==> src/rtl/mc_ctl_unit.sv <==
// Multicycle RV32I control FSM; 2-5 cycles per instruction plus memory waits (CTL_UTYPE_EN adds LUI/AUIPC).
// Stalls in FETCH/MEMREAD/MEMWRITE until mem_ready; bus_err after MEM_TIMEOUT wait cycles (0 = wait forever).
module mc_ctl_unit #(
    parameter int ALUCTL_W    = 4,
    parameter int MEM_TIMEOUT = 16
) (
    input  logic                clk,
    input  logic                rst,
    input  logic [6:0]          op,
    input  logic [2:0]          funct3,
    input  logic [6:0]          funct7,
    input  logic                zero,
    input  logic                mem_ready,
    output logic                mem_req,
    output logic                adrsrc,
    output logic                irwrite,
    output logic                pcwrite,
    output logic                memwrite,
    output logic                regwrite,
    output logic [1:0]          resultsrc,
    output logic [1:0]          alusrca,
    output logic [1:0]          alusrcb,
    output logic [2:0]          immsrc,
    output logic [ALUCTL_W-1:0] alucontrol,
    output logic                illegal_instr,
    output logic                bus_err
);

`ifdef CTL_UTYPE_EN
    localparam bit UTYPE_EN = 1'b1;
`else
    localparam bit UTYPE_EN = 1'b0;
`endif

    localparam int CNT_W = (MEM_TIMEOUT > 1) ? $clog2(MEM_TIMEOUT) : 1;

    localparam logic [6:0] OP_LOAD  = 7'b0000011;
    localparam logic [6:0] OP_STORE = 7'b0100011;
    localparam logic [6:0] OP_R     = 7'b0110011;
    localparam logic [6:0] OP_I     = 7'b0010011;
    localparam logic [6:0] OP_BR    = 7'b1100011;
    localparam logic [6:0] OP_JAL   = 7'b1101111;
    localparam logic [6:0] OP_LUI   = 7'b0110111;
    localparam logic [6:0] OP_AUIPC = 7'b0010111;

    localparam logic [3:0] ALU_ADD = 4'd0, ALU_SUB = 4'd1, ALU_AND = 4'd2, ALU_OR = 4'd3;
    localparam logic [3:0] ALU_XOR = 4'd4, ALU_SLT = 4'd5, ALU_SLTU = 4'd6, ALU_SLL = 4'd7;
    localparam logic [3:0] ALU_SRL = 4'd8, ALU_SRA = 4'd9, ALU_PASSB = 4'd10;

    typedef enum logic [3:0] {
        S_FETCH, S_DECODE, S_MEMADR, S_MEMREAD, S_MEMWB, S_MEMWRITE, S_EXECR,
        S_EXECI, S_ALUWB, S_BRANCH, S_JAL, S_ERR, S_EXECU
    } state_t;

    state_t           state, state_nxt, dec_nxt;
    logic             dec_legal;
    logic [CNT_W-1:0] wait_cnt;
    logic             req_state, timeout;
    logic [3:0]       funct_op, alu_op;
    logic             unused_funct7;

    assign unused_funct7 = ^{funct7[6], funct7[4:0]};

    always_comb begin
        unique case (funct3)
            3'b000:  funct_op = (op[5] & funct7[5]) ? ALU_SUB : ALU_ADD;
            3'b001:  funct_op = ALU_SLL;
            3'b010:  funct_op = ALU_SLT;
            3'b011:  funct_op = ALU_SLTU;
            3'b100:  funct_op = ALU_XOR;
            3'b101:  funct_op = funct7[5] ? ALU_SRA : ALU_SRL;
            3'b110:  funct_op = ALU_OR;
            default: funct_op = ALU_AND;
        endcase
    end

    always_comb begin
        dec_nxt   = S_FETCH;
        dec_legal = 1'b1;
        case (op)
            OP_LOAD, OP_STORE: dec_nxt = S_MEMADR;
            OP_R:              dec_nxt = S_EXECR;
            OP_I:              dec_nxt = S_EXECI;
            OP_BR:             dec_nxt = S_BRANCH;
            OP_JAL:            dec_nxt = S_JAL;
            OP_LUI, OP_AUIPC: begin
                if (UTYPE_EN) dec_nxt = S_EXECU;
                else          dec_legal = 1'b0;
            end
            default:           dec_legal = 1'b0;
        endcase
    end

    always_comb begin
        case (op)
            OP_STORE:         immsrc = 3'b001;
            OP_BR:            immsrc = 3'b010;
            OP_JAL:           immsrc = 3'b011;
            OP_LUI, OP_AUIPC: immsrc = UTYPE_EN ? 3'b100 : 3'b000;
            default:          immsrc = 3'b000;
        endcase
    end

    // Threshold cycle with mem_ready high completes normally: ready wins over timeout.
    assign req_state = (state == S_FETCH) || (state == S_MEMREAD) || (state == S_MEMWRITE);
    assign timeout   = (MEM_TIMEOUT > 0) && req_state && !mem_ready &&
                       (wait_cnt == CNT_W'(MEM_TIMEOUT - 1));

    always_ff @(posedge clk) begin
        if (rst) begin
            state    <= S_FETCH;
            wait_cnt <= '0;
        end else begin
            state <= state_nxt;
            if (state_nxt != state)
                wait_cnt <= '0;
            else if (req_state && !mem_ready && (wait_cnt != '1))
                wait_cnt <= wait_cnt + 1'b1;
        end
    end

    always_comb begin
        state_nxt = state;
        case (state)
            S_FETCH:    state_nxt = mem_ready ? S_DECODE : (timeout ? S_ERR : S_FETCH);
            S_DECODE:   state_nxt = dec_nxt;
            S_MEMADR:   state_nxt = op[5] ? S_MEMWRITE : S_MEMREAD;
            S_MEMREAD:  state_nxt = mem_ready ? S_MEMWB : (timeout ? S_ERR : S_MEMREAD);
            S_MEMWRITE: state_nxt = mem_ready ? S_FETCH : (timeout ? S_ERR : S_MEMWRITE);
            S_EXECR, S_EXECI, S_JAL, S_EXECU: state_nxt = S_ALUWB;
            default:    state_nxt = S_FETCH;
        endcase
    end

    always_comb begin
        mem_req       = 1'b0;
        adrsrc        = 1'b0;
        irwrite       = 1'b0;
        pcwrite       = 1'b0;
        memwrite      = 1'b0;
        regwrite      = 1'b0;
        resultsrc     = 2'b00;
        alusrca       = 2'b00;
        alusrcb       = 2'b00;
        alu_op        = ALU_ADD;
        illegal_instr = 1'b0;
        bus_err       = 1'b0;
        case (state)
            S_FETCH: begin
                mem_req   = 1'b1;
                alusrcb   = 2'b10;
                resultsrc = 2'b10;
                irwrite   = mem_ready;
                pcwrite   = mem_ready;
            end
            S_DECODE: begin
                alusrca       = 2'b01;
                alusrcb       = 2'b01;
                illegal_instr = !dec_legal;
            end
            S_MEMADR: begin
                alusrca = 2'b10;
                alusrcb = 2'b01;
            end
            S_MEMREAD: begin
                mem_req = 1'b1;
                adrsrc  = 1'b1;
            end
            S_MEMWB: begin
                resultsrc = 2'b01;
                regwrite  = 1'b1;
            end
            S_MEMWRITE: begin
                mem_req  = 1'b1;
                adrsrc   = 1'b1;
                memwrite = 1'b1;
            end
            S_EXECR: begin
                alusrca = 2'b10;
                alu_op  = funct_op;
            end
            S_EXECI: begin
                alusrca = 2'b10;
                alusrcb = 2'b01;
                alu_op  = funct_op;
            end
            S_ALUWB: regwrite = 1'b1;
            S_BRANCH: begin
                alusrca = 2'b10;
                alu_op  = ALU_SUB;
                pcwrite = ((funct3 == 3'b000) & zero) | ((funct3 == 3'b001) & !zero);
            end
            S_JAL: begin
                alusrca = 2'b01;
                alusrcb = 2'b10;
                pcwrite = 1'b1;
            end
            S_EXECU: begin
                alusrcb = 2'b01;
                if (op[5]) begin
                    alu_op = ALU_PASSB;
                end else begin
                    alusrca = 2'b01;
                end
            end
            S_ERR:   bus_err = 1'b1;
            default: ;
        endcase
        if (rst) begin
            mem_req       = 1'b0;
            irwrite       = 1'b0;
            pcwrite       = 1'b0;
            memwrite      = 1'b0;
            regwrite      = 1'b0;
            illegal_instr = 1'b0;
            bus_err       = 1'b0;
        end
    end

    assign alucontrol = ALUCTL_W'(alu_op);

endmodule

==> config.mk <==
export PLATFORM = sky130hd
export DESIGN_NAME = mc_ctl_unit
export DESIGN_NICKNAME = d
export VERILOG_FILES = /design/src/rtl/mc_ctl_unit.sv
export SDC_FILE = /design/constraint.sdc
export NUM_CORES = 1
export LEC_CHECK = 0
export CAP_MARGIN = 5
export CORE_ASPECT_RATIO = 0.75
export CORE_MARGIN = 2
export CORE_UTILIZATION = 47
export DETAILED_ROUTE_END_ITERATION = 6
export PLACE_DENSITY_LB_ADDON = 0.1
export SETUP_SLACK_MARGIN = 0.15
export SLEW_MARGIN = 40
export SYNTH_ARGS = -nofsm -noshare
export SYNTH_HDL_FRONTEND = slang
export SYNTH_SLANG_ARGS = --single-unit
==> constraint.sdc <==
create_clock -name clk -period 4.45 [get_ports clk]
set_clock_uncertainty 0.15 [all_clocks]
set_input_delay 1.335 -clock clk [delete_from_list [all_inputs] [get_ports clk]]
set_output_delay 1.335 -clock clk [all_outputs]
set_load 0.05 [all_outputs]
==> results.md, run 1 <==
* Average vias per placed instance at 6.15
* Post-synth EDFFs at 0
* Synth Area per Inst at 7.13 um2
* Area delta synth->final at 46.5%
* Sequential element share of the synthesized area at 14.6%
* Max clock buf depth at 2
* Post-Synthesis Cells at 154
* H-Tree Depth at 1
* Critical path type: primary input to output port
* Peak Freq at 236 MHz
* Largest family of logic cells by synthesized area: simple AND/OR/NAND/NOR gates
* Vias in the first global route at 1158
* Die Ht at 45.9 um
* ANT nets after route at 0
* PwrDens at 147 nW/um2
* Simple-gate share of the synthesized area at 41.6%
* Ant diodes at 0
* # IOs at 42
* Crit path launch: op[2]
* # rows at 15
* CTS Root Cell: clkbuf_4
* Final hold vios at 0
* CTS tree: yes
* RR Endpoint: wait_cnt[1]
* WL/cell at 15.9 um
* Min cycle time layout at 4240 ps
* Critical path arrival at 2750 ps
* Antenna violations before repair at 0
* # clock sinks at 8
* Leak Pwr at 0.000608 uW
* Setup crit end: illegal_instr
* Final setup fails at 0
* Post-synth ARST share at 0%
* DP HPWL at 2550 um
* Filler cell count at 178
* Flops & latches, synth at 8
* GR Overflow Total at 0
* R2r worst-path depth at 6
* Die width at 59.8 um
* Final WL at 3340 um
* Ys flop type: dfxtp_1
* Detailed-route via count at 1291
* # DRC at 0
* Drt pass-1 iters at 4
* Ys Warns at 0
* Worst VDD drop at 116 uV
* Number of distinct library cells after synthesis at 50
* Max Cap Viol at 0
* Number of cells on the worst hold path at 2
* GPL Wtd Cong at 0.798
* Hold buffers post-CTS at 0
* Final net count at 209
* Worst setup SP type: primary input
* Compound-Gate Fraction of Synth Area at 26.3%
* HP Class: flop to flop
* Synth Area in Adders at 1.14%
* Die footprint at 2740 um2
* Num CTS Buffers at 3
* Worst Max-Slew Pin Slew at 553 ps
* CP max FO at 5
* Postcts setup bufs at 0
* Worst reg2reg setup slack at 1940 ps
* Largest net degree at the start of global routing at 19
* Tcrit/Tclk final at 95.2%
* Mapped Nets at 176
* Slew headroom at 63.1%
* Post-synthesis mux area share at 2.73%
* Fraction of layout cells with a size suffix above 1 at 20.0%
* Clk_lat worst skew at 260 ps
* Worst-path clk slew at 60 ps
* Total power at 236 uW
* IO Port Bufs at 34
* Status: complete, no violations
* Slew Limit Fails at 0
* Worst hold start: wait_cnt[2]
* Sum Neg Setup Slack at 0 ps
* Overall Global Routing Usage at 25.2%
* RSZ-0062 raised after global routing: no
* Core Region at 2250 um2
* First-pass GRT wire length at 5280 um
* Synth Area in XOR/XNOR at 6.38%
* R2r startpoint: state[0]
* Starting Density at 48.8%
* # resized after CTS at 0
* Synthesized area at 1100 um2
* CP required at 2960 ps
* CP Capture Type: output port
* Initial drt markers at 90
layer usage:
metal | global-route usage [%] | vias to the layer above | share of wire, % | wire length [um]
met3 | 5.11 | 8 | 5.7 | 192
li1 | - | 631 | - | -
met1 | 32.4 | 601 | 43 | 1430
met5 | 0 | - | 0 | 0
met2 | 45.0 | 51 | 50 | 1680
met4 | 3.11 | 0 | 1.2 | 40
state kept, by name, indices dropped and copies added, names as in the netlist:
name      cells
state         4
wait_cnt      4
cells in the final DEF, fill, tap and decap left out, drive strengths merged, types with 4 or more instances in the layout:
cell / synthesis / routed
a21oi: 9 / 9
buf: 8 / 19
clkdlybuf4s50: 0 / 20
dfxtp: 8 / 8
inv: 4 / 4
nand2: 13 / 13
nand2b: 7 / 7
nand3: 7 / 7
nor2: 16 / 16
nor3: 18 / 18
o21ai: 9 / 9
xnor2: 4 / 4
xor2: 4 / 4
critical path, stage by stage:
cell and delay, ps:
clkdlybuf4s50_1 490, or3_1 470, a21oi_1 170, nor3_1 70
buf_4 210
worst min-delay path by stage:
| stage | endpoint | slack (ps) |
|---|---|---|
| final | wait_cnt[2] | 470 |
| after global routing | wait_cnt[1] | 480 |
| after CTS | wait_cnt[1] | 450 |
| after detailed placement | wait_cnt[1] | 440 |
| after global placement | wait_cnt[1] | 390 |
| after floorplan | wait_cnt[1] | 370 |
layout make-up:
| cell class | count | area, um2 | share of cell area (%) |
|---|---|---|---|
| well taps | 25 | 31.3 | 1.94 |
| flip-flops and latches | 8 | 160 | 9.95 |
| multi-input cells | 131 | 875 | 54.4 |
| repair buffers | 39 | 505 | 31.4 |
| clock buffers | 3 | 22.5 | 1.40 |
| inverters | 4 | 15.0 | 0.933 |
logic make-up after synthesis:
logic type / Yosys count
buffers and inverters: 15
AND/OR/NAND/NOR: 79
other: 1
adder cells (fa/ha/maj): 1
AO/OA/AOI/OAI: 39
multiplexers: 3
flip-flops: 8
XOR/XNOR: 8
Yosys cell counts (all sizes together), types with 2 or more instances:
cell type,count,share of area [%]
a2111oi,2,1.6
a21oi,9,4.1
a221oi,3,2.4
a22o,2,1.7
a31oi,2,1.1
and3,3,2.2
buf,8,4.6
clkbuf,3,1.0
dfxtp,8,15
inv,4,1.4
mux2i,3,2.7
nand2,13,4.4
nand2b,7,4.0
nand3,7,3.2
nor2,16,6.9
nor2b,3,1.7
nor3,18,10
nor3b,2,1.4
nor4,2,1.7
o21ai,9,4.4
o21bai,2,1.4
o22ai,2,1.1
o31ai,3,2.0
or3,2,1.1
xnor2,4,3.2
xor2,4,3.2
metrics by stage:
step	hold slack (ps)	std cells	cell area, um2	util [%]	worst slack [ps]
detailed placement	441	207	1590	70.4	229
floorplan	370	154	1110	-	227
CTS	455	210	1610	71.4	217
finish	468	210	1610	71.4	214
global placement	388	207	1590	70.4	274
global route	481	210	1610	71.4	156
report_power, final:
part | leakage (uW) | switching, uW | total [uW] | internal (uW)
logic | 0.000530 | 57.4 | 101 | 43.8
clock network | 0.0000138 | 27.6 | 58.7 | 31.1
registers | 0.0000648 | 3.01 | 76.0 | 73.0
total | 0.000608 | 88.1 | 236 | 148
Power figures use the tool's default switching activity.
==> run 2, diff against run 1 <==
--- a/config.mk
+++ b/config.mk
@@ -10,7 +10,7 @@
 export CORE_MARGIN = 2
 export CORE_UTILIZATION = 47
 export DETAILED_ROUTE_END_ITERATION = 6
-export PLACE_DENSITY_LB_ADDON = 0.1
+export PLACE_DENSITY = 0.85
 export SETUP_SLACK_MARGIN = 0.15
 export SLEW_MARGIN = 40
 export SYNTH_ARGS = -nofsm -noshare
==> results.md, run 2 (synthesis gave the netlist of run 1 again) <==
* Status: complete, no violations
* Inst Count DP at 207
* PwrDens at 149 nW/um2
* IO Port Bufs at 34
* # DRC at 0
* Antenna violations before repair at 0
* ANT nets after route at 0
* Hold buffers post-CTS at 0
* Fraction of layout cells with a size suffix above 1 at 20.5%
* Final hold vios at 0
* Ant diodes at 0
* Max clock buf depth at 2
* Overall Global Routing Usage at 28.5%
* Min cycle time layout at 4210 ps
* Slew Limit Fails at 0
* Core Region at 2250 um2
* CP max FO at 5
* RSZ-0062 raised after global routing: no
* Critical path arrival at 2720 ps
* Final WL at 3310 um
* Die Ht at 45.9 um
* Worst-path clk slew at 60 ps
* Largest net degree at the start of global routing at 18
* Detailed-route via count at 1332
* Area delta synth->final at 46.9%
* Worst VDD drop at 80.0 uV
* H-Tree Depth at 1
* Sum Neg Setup Slack at 0 ps
* CTS Root Cell: clkbuf_4
* Leak Pwr at 0.000610 uW
* Drt pass-1 iters at 4
* GR Overflow Total at 0
* Initial drt markers at 80
* Final net count at 209
* Peak Freq at 238 MHz
* Most common cell after layout, fill and taps aside: clkdlybuf4s50_1
* Final Non-Filler Cells at 210
* # rows at 15
* HP Class: flop to flop
* # IOs at 42
* CTS tree: yes
* GPL Wtd Cong at 0.877
* CP required at 2960 ps
* Average vias per placed instance at 6.34
* DP HPWL at 2600 um
* Most frequent cells in the layout: clkdlybuf4s50_1, nor2_1, nand2_1, nor3_1, buf_12
* Vias in the first global route at 1302
* WL/cell at 15.8 um
* Final setup fails at 0
* Critical path type: primary input to output port
* Slew headroom at 60.9%
* Worst Max-Slew Pin Slew at 585 ps
* Die footprint at 2740 um2
* Tcrit/Tclk final at 94.6%
* CP Capture Type: output port
* Worst setup SP type: primary input
* Die width at 59.8 um
* Starting Density at 48.8%
* # clock sinks at 8
* First-pass GRT wire length at 5870 um
* Num CTS Buffers at 3
* Biggest regs: state: 4 flops, wait_cnt: 4 flops
* Max Cap Viol at 0
* Clk_lat worst skew at 280 ps
run 2: cell types whose count changed in the layout (fill, tap and decap cells not counted):
cell    change
nor3_2      +1
nor3_1      -1
run 2: report_power, final:
| group | leakage, uW | internal [uW] | switching, uW | total [uW] |
|---|---|---|---|---|
| Clock | 0.0000138 | 31.4 | 32.6 | 64.0 |
| Combinational | 0.000532 | 43.8 | 57.1 | 101 |
| Sequential | 0.0000648 | 73.0 | 3.34 | 76.3 |
| Total | 0.000610 | 148 | 93.0 | 241 |
run 2: cell type report:
cell class              instances  area, um2
multi-input cells             131        880
well taps                      25       31.3
inverters                       4       15.0
flip-flops and latches          8        160
repair buffers                 39        505
fillers                       184        638
clock buffers                   3       22.5
run 2: timing repair:
item | in CTS | in global routing
setup endpoints to repair | 0 | 1
gates resized for setup | 0 | 1
setup buffers | 0 | 0
run 2: path summary, 6_finish.rpt:
check	startpoint	end	slack, ps	cells after the start
setup reg to reg	state[0]	wait_cnt[0]	2230	5
hold reg to reg	wait_cnt[1]	wait_cnt[1]	420	2
hold / removal	wait_cnt[1]	wait_cnt[1]	420	2
setup / recovery	op[2]	immsrc[0]	240	4
run 2: worst max-delay path, cell delays in order:
cell and delay (ps):
clkdlybuf4s50_1 480, or3_1 470, a21boi_1 260, buf_12 180
run 2: through the flow:
stage / total power (uW) / instance area [um2] / setup WS [ps] / utilization (%) / hold WS [ps]
after detailed placement: 178 / 1590 / 242 / 70.4 / 415
final: 241 / 1610 / 241 / 71.7 / 417
after floorplan: 137 / 1110 / 227 / - / 370
after global routing: 250 / 1610 / 152 / 71.7 / 479
after global placement: 175 / 1590 / 272 / 70.4 / 390
after CTS: 239 / 1610 / 231 / 71.4 / 429
run 2: layer usage:
metal  vias to the layer above  wire length [um]  global-route usage [%]  part of all wire [%]
li1                        633                 -                       -                     -
met5                         -                 0                       0                     0
met3                         6               260                    5.68                   7.9
met2                        70              1640                    48.9                    49
met4                         0                54                    11.6                   1.6
met1                       623              1360                    34.8                    41
==> run 3, diff against run 2 <==
--- a/config.mk
+++ b/config.mk
@@ -6,11 +6,11 @@
 export NUM_CORES = 1
 export LEC_CHECK = 0
 export CAP_MARGIN = 5
-export CORE_ASPECT_RATIO = 0.75
+export CORE_ASPECT_RATIO = 1.4
 export CORE_MARGIN = 2
-export CORE_UTILIZATION = 47
+export CORE_UTILIZATION = 44
 export DETAILED_ROUTE_END_ITERATION = 6
-export PLACE_DENSITY = 0.85
+export PLACE_DENSITY = 0.8
 export SETUP_SLACK_MARGIN = 0.15
 export SLEW_MARGIN = 40
 export SYNTH_ARGS = -nofsm -noshare
==> constraint.sdc (replaced) <==
create_clock -name clk -period 4.1 [get_ports clk]
set_clock_uncertainty 0.15 [all_clocks]
set_input_delay 1.23 -clock clk [delete_from_list [all_inputs] [get_ports clk]]
set_output_delay 1.23 -clock clk [all_outputs]
set_load 0.05 [all_outputs]
==> results.md, run 3 (synthesis gave the netlist of run 1 again) <==
* Wire length on met2 at 1820 um
* R2r worst-path depth at 6
* HP Class: flop to flop
* Min cycle time layout at 3900 ps
* Worst-path clk slew at 60 ps
* Biggest regs: state: 4 flops, wait_cnt: 4 flops
* Peak Freq at 256 MHz
* Num CTS Buffers at 3
* CP required at 2720 ps
* Postcts setup bufs at 0
* Worst Max-Slew Pin Slew at 503 ps
* Die footprint at 2920 um2
* Worst setup SP type: primary input
* Leak Pwr at 0.000668 uW
* Initial drt markers at 40
* Final WL at 3250 um
* Critical path arrival at 2520 ps
* WL/cell at 14.6 um
* GR Overflow Total at 0
* ANT nets after route at 0
* Clk_lat worst skew at 260 ps
* Max Used Layer: met4
* Overall Global Routing Usage at 24.0%
* Final Non-Filler Cells at 222
* Fraction of layout cells with a size suffix above 1 at 26.6%
* DP HPWL at 2530 um
* Slew headroom at 66.3%
* GPL Wtd Cong at 0.824
* Sum Neg Setup Slack at 0 ps
* Drt pass-1 iters at 4
* CP Capture Type: output port
* Detailed-route via count at 1298
* Status: complete, no violations
* Final hold vios at 0
* Die Ht at 63.1 um
* Number of cells on the worst hold path at 2
* Register area at 161 um2
* Met1 wire length at 1220 um
* PwrDens at 153 nW/um2
* # clock sinks at 8
* Starting Density at 45.9%
* Worst VDD drop at 86.8 uV
* # DRC at 0
* Antenna violations before repair at 0
* Tcrit/Tclk final at 95.2%
* # rows at 21
* Inst Count DP at 219
* Filler cell count at 186
* Final setup fails at 0
* Max clock buf depth at 2
* Slew Limit Fails at 0
* Routed wl met3 at 171 um
* Average vias per placed instance at 5.85
* Worst reg2reg setup slack at 1760 ps
* Largest net degree at the start of global routing at 18
* CTS Root Cell: clkbuf_4
* RSZ-0062 raised after global routing: yes
* Final net count at 212
* Area delta synth->final at 54.6%
* Max Cap Viol at 0
* H-Tree Depth at 1
* CP max FO at 6
* Die width at 46.2 um
* Ant diodes at 0
* Most frequent cells in the layout: nor2_1, clkdlybuf4s50_1, nand2_1, buf_12, nor3_1
* Critical path type: primary input to output port
* First-pass GRT wire length at 5510 um
* CTS tree: yes
* Multi-input gate area at 920 um2
* # IOs at 42
* Vias in the first global route at 1285
* Core Region at 2390 um2
* IO Port Bufs at 34
run 3: repair_timing:
| action | in CTS | in global routing |
|---|---|---|
| hold buffers | 0 | 0 |
| pin swaps | 0 | 1 |
| gates resized for setup | 6 | 6 |
| gates cloned | 0 | 0 |
| setup endpoints to repair | 3 | 4 |
run 3: final timing paths:
path,end,from
worst min-delay path,wait_cnt[1],wait_cnt[1]
worst max-delay path,alucontrol[0],op[5]
worst max register to register,wait_cnt[3],state[0]
worst min register to register,wait_cnt[1],wait_cnt[1]
run 3: per-layer routing:
metal,up-vias,GRT usage [%]
met2,52,43.1
li1,638,-
met4,0,5.71
met5,-,0
met1,603,28.6
met3,5,2.87
run 3: report_power, final:
group	internal [uW]	switching [uW]	total, uW	leakage [uW]
Clock	33.7	29.8	63.5	0.0000138
Combinational	50.0	64.5	115	0.000589
Sequential	79.3	3.02	82.3	0.0000653
run 3: stage by stage:
step                power [uW]  instance area, um2  setup WS [ps]  hold WS, ps  utilization, %
floorplan                  150                1130            174          370               -
global placement           193                1640            127          390            68.4
detailed placement         197                1640           82.8          412            68.4
CTS                        263                1680            156          425            70.3
global route               275                1700            121          458            71.0
finish                     260                1700            198          418            71.0
run 3: cell type report:
cell class	count	share of cell area, %
multi-input combinational	131	54.2
timing repair buffer	42	31.6
sequential	8	9.51
tap	34	2.51
clock buffer	3	1.33
inverter	4	0.884
run 3: worst max-delay path: stages:
cell and delay, ps:
clkdlybuf4s50_1 590, a31oi_2 130, nor2_1 120, a21oi_1 60, o22ai_2 220, buf_12 170
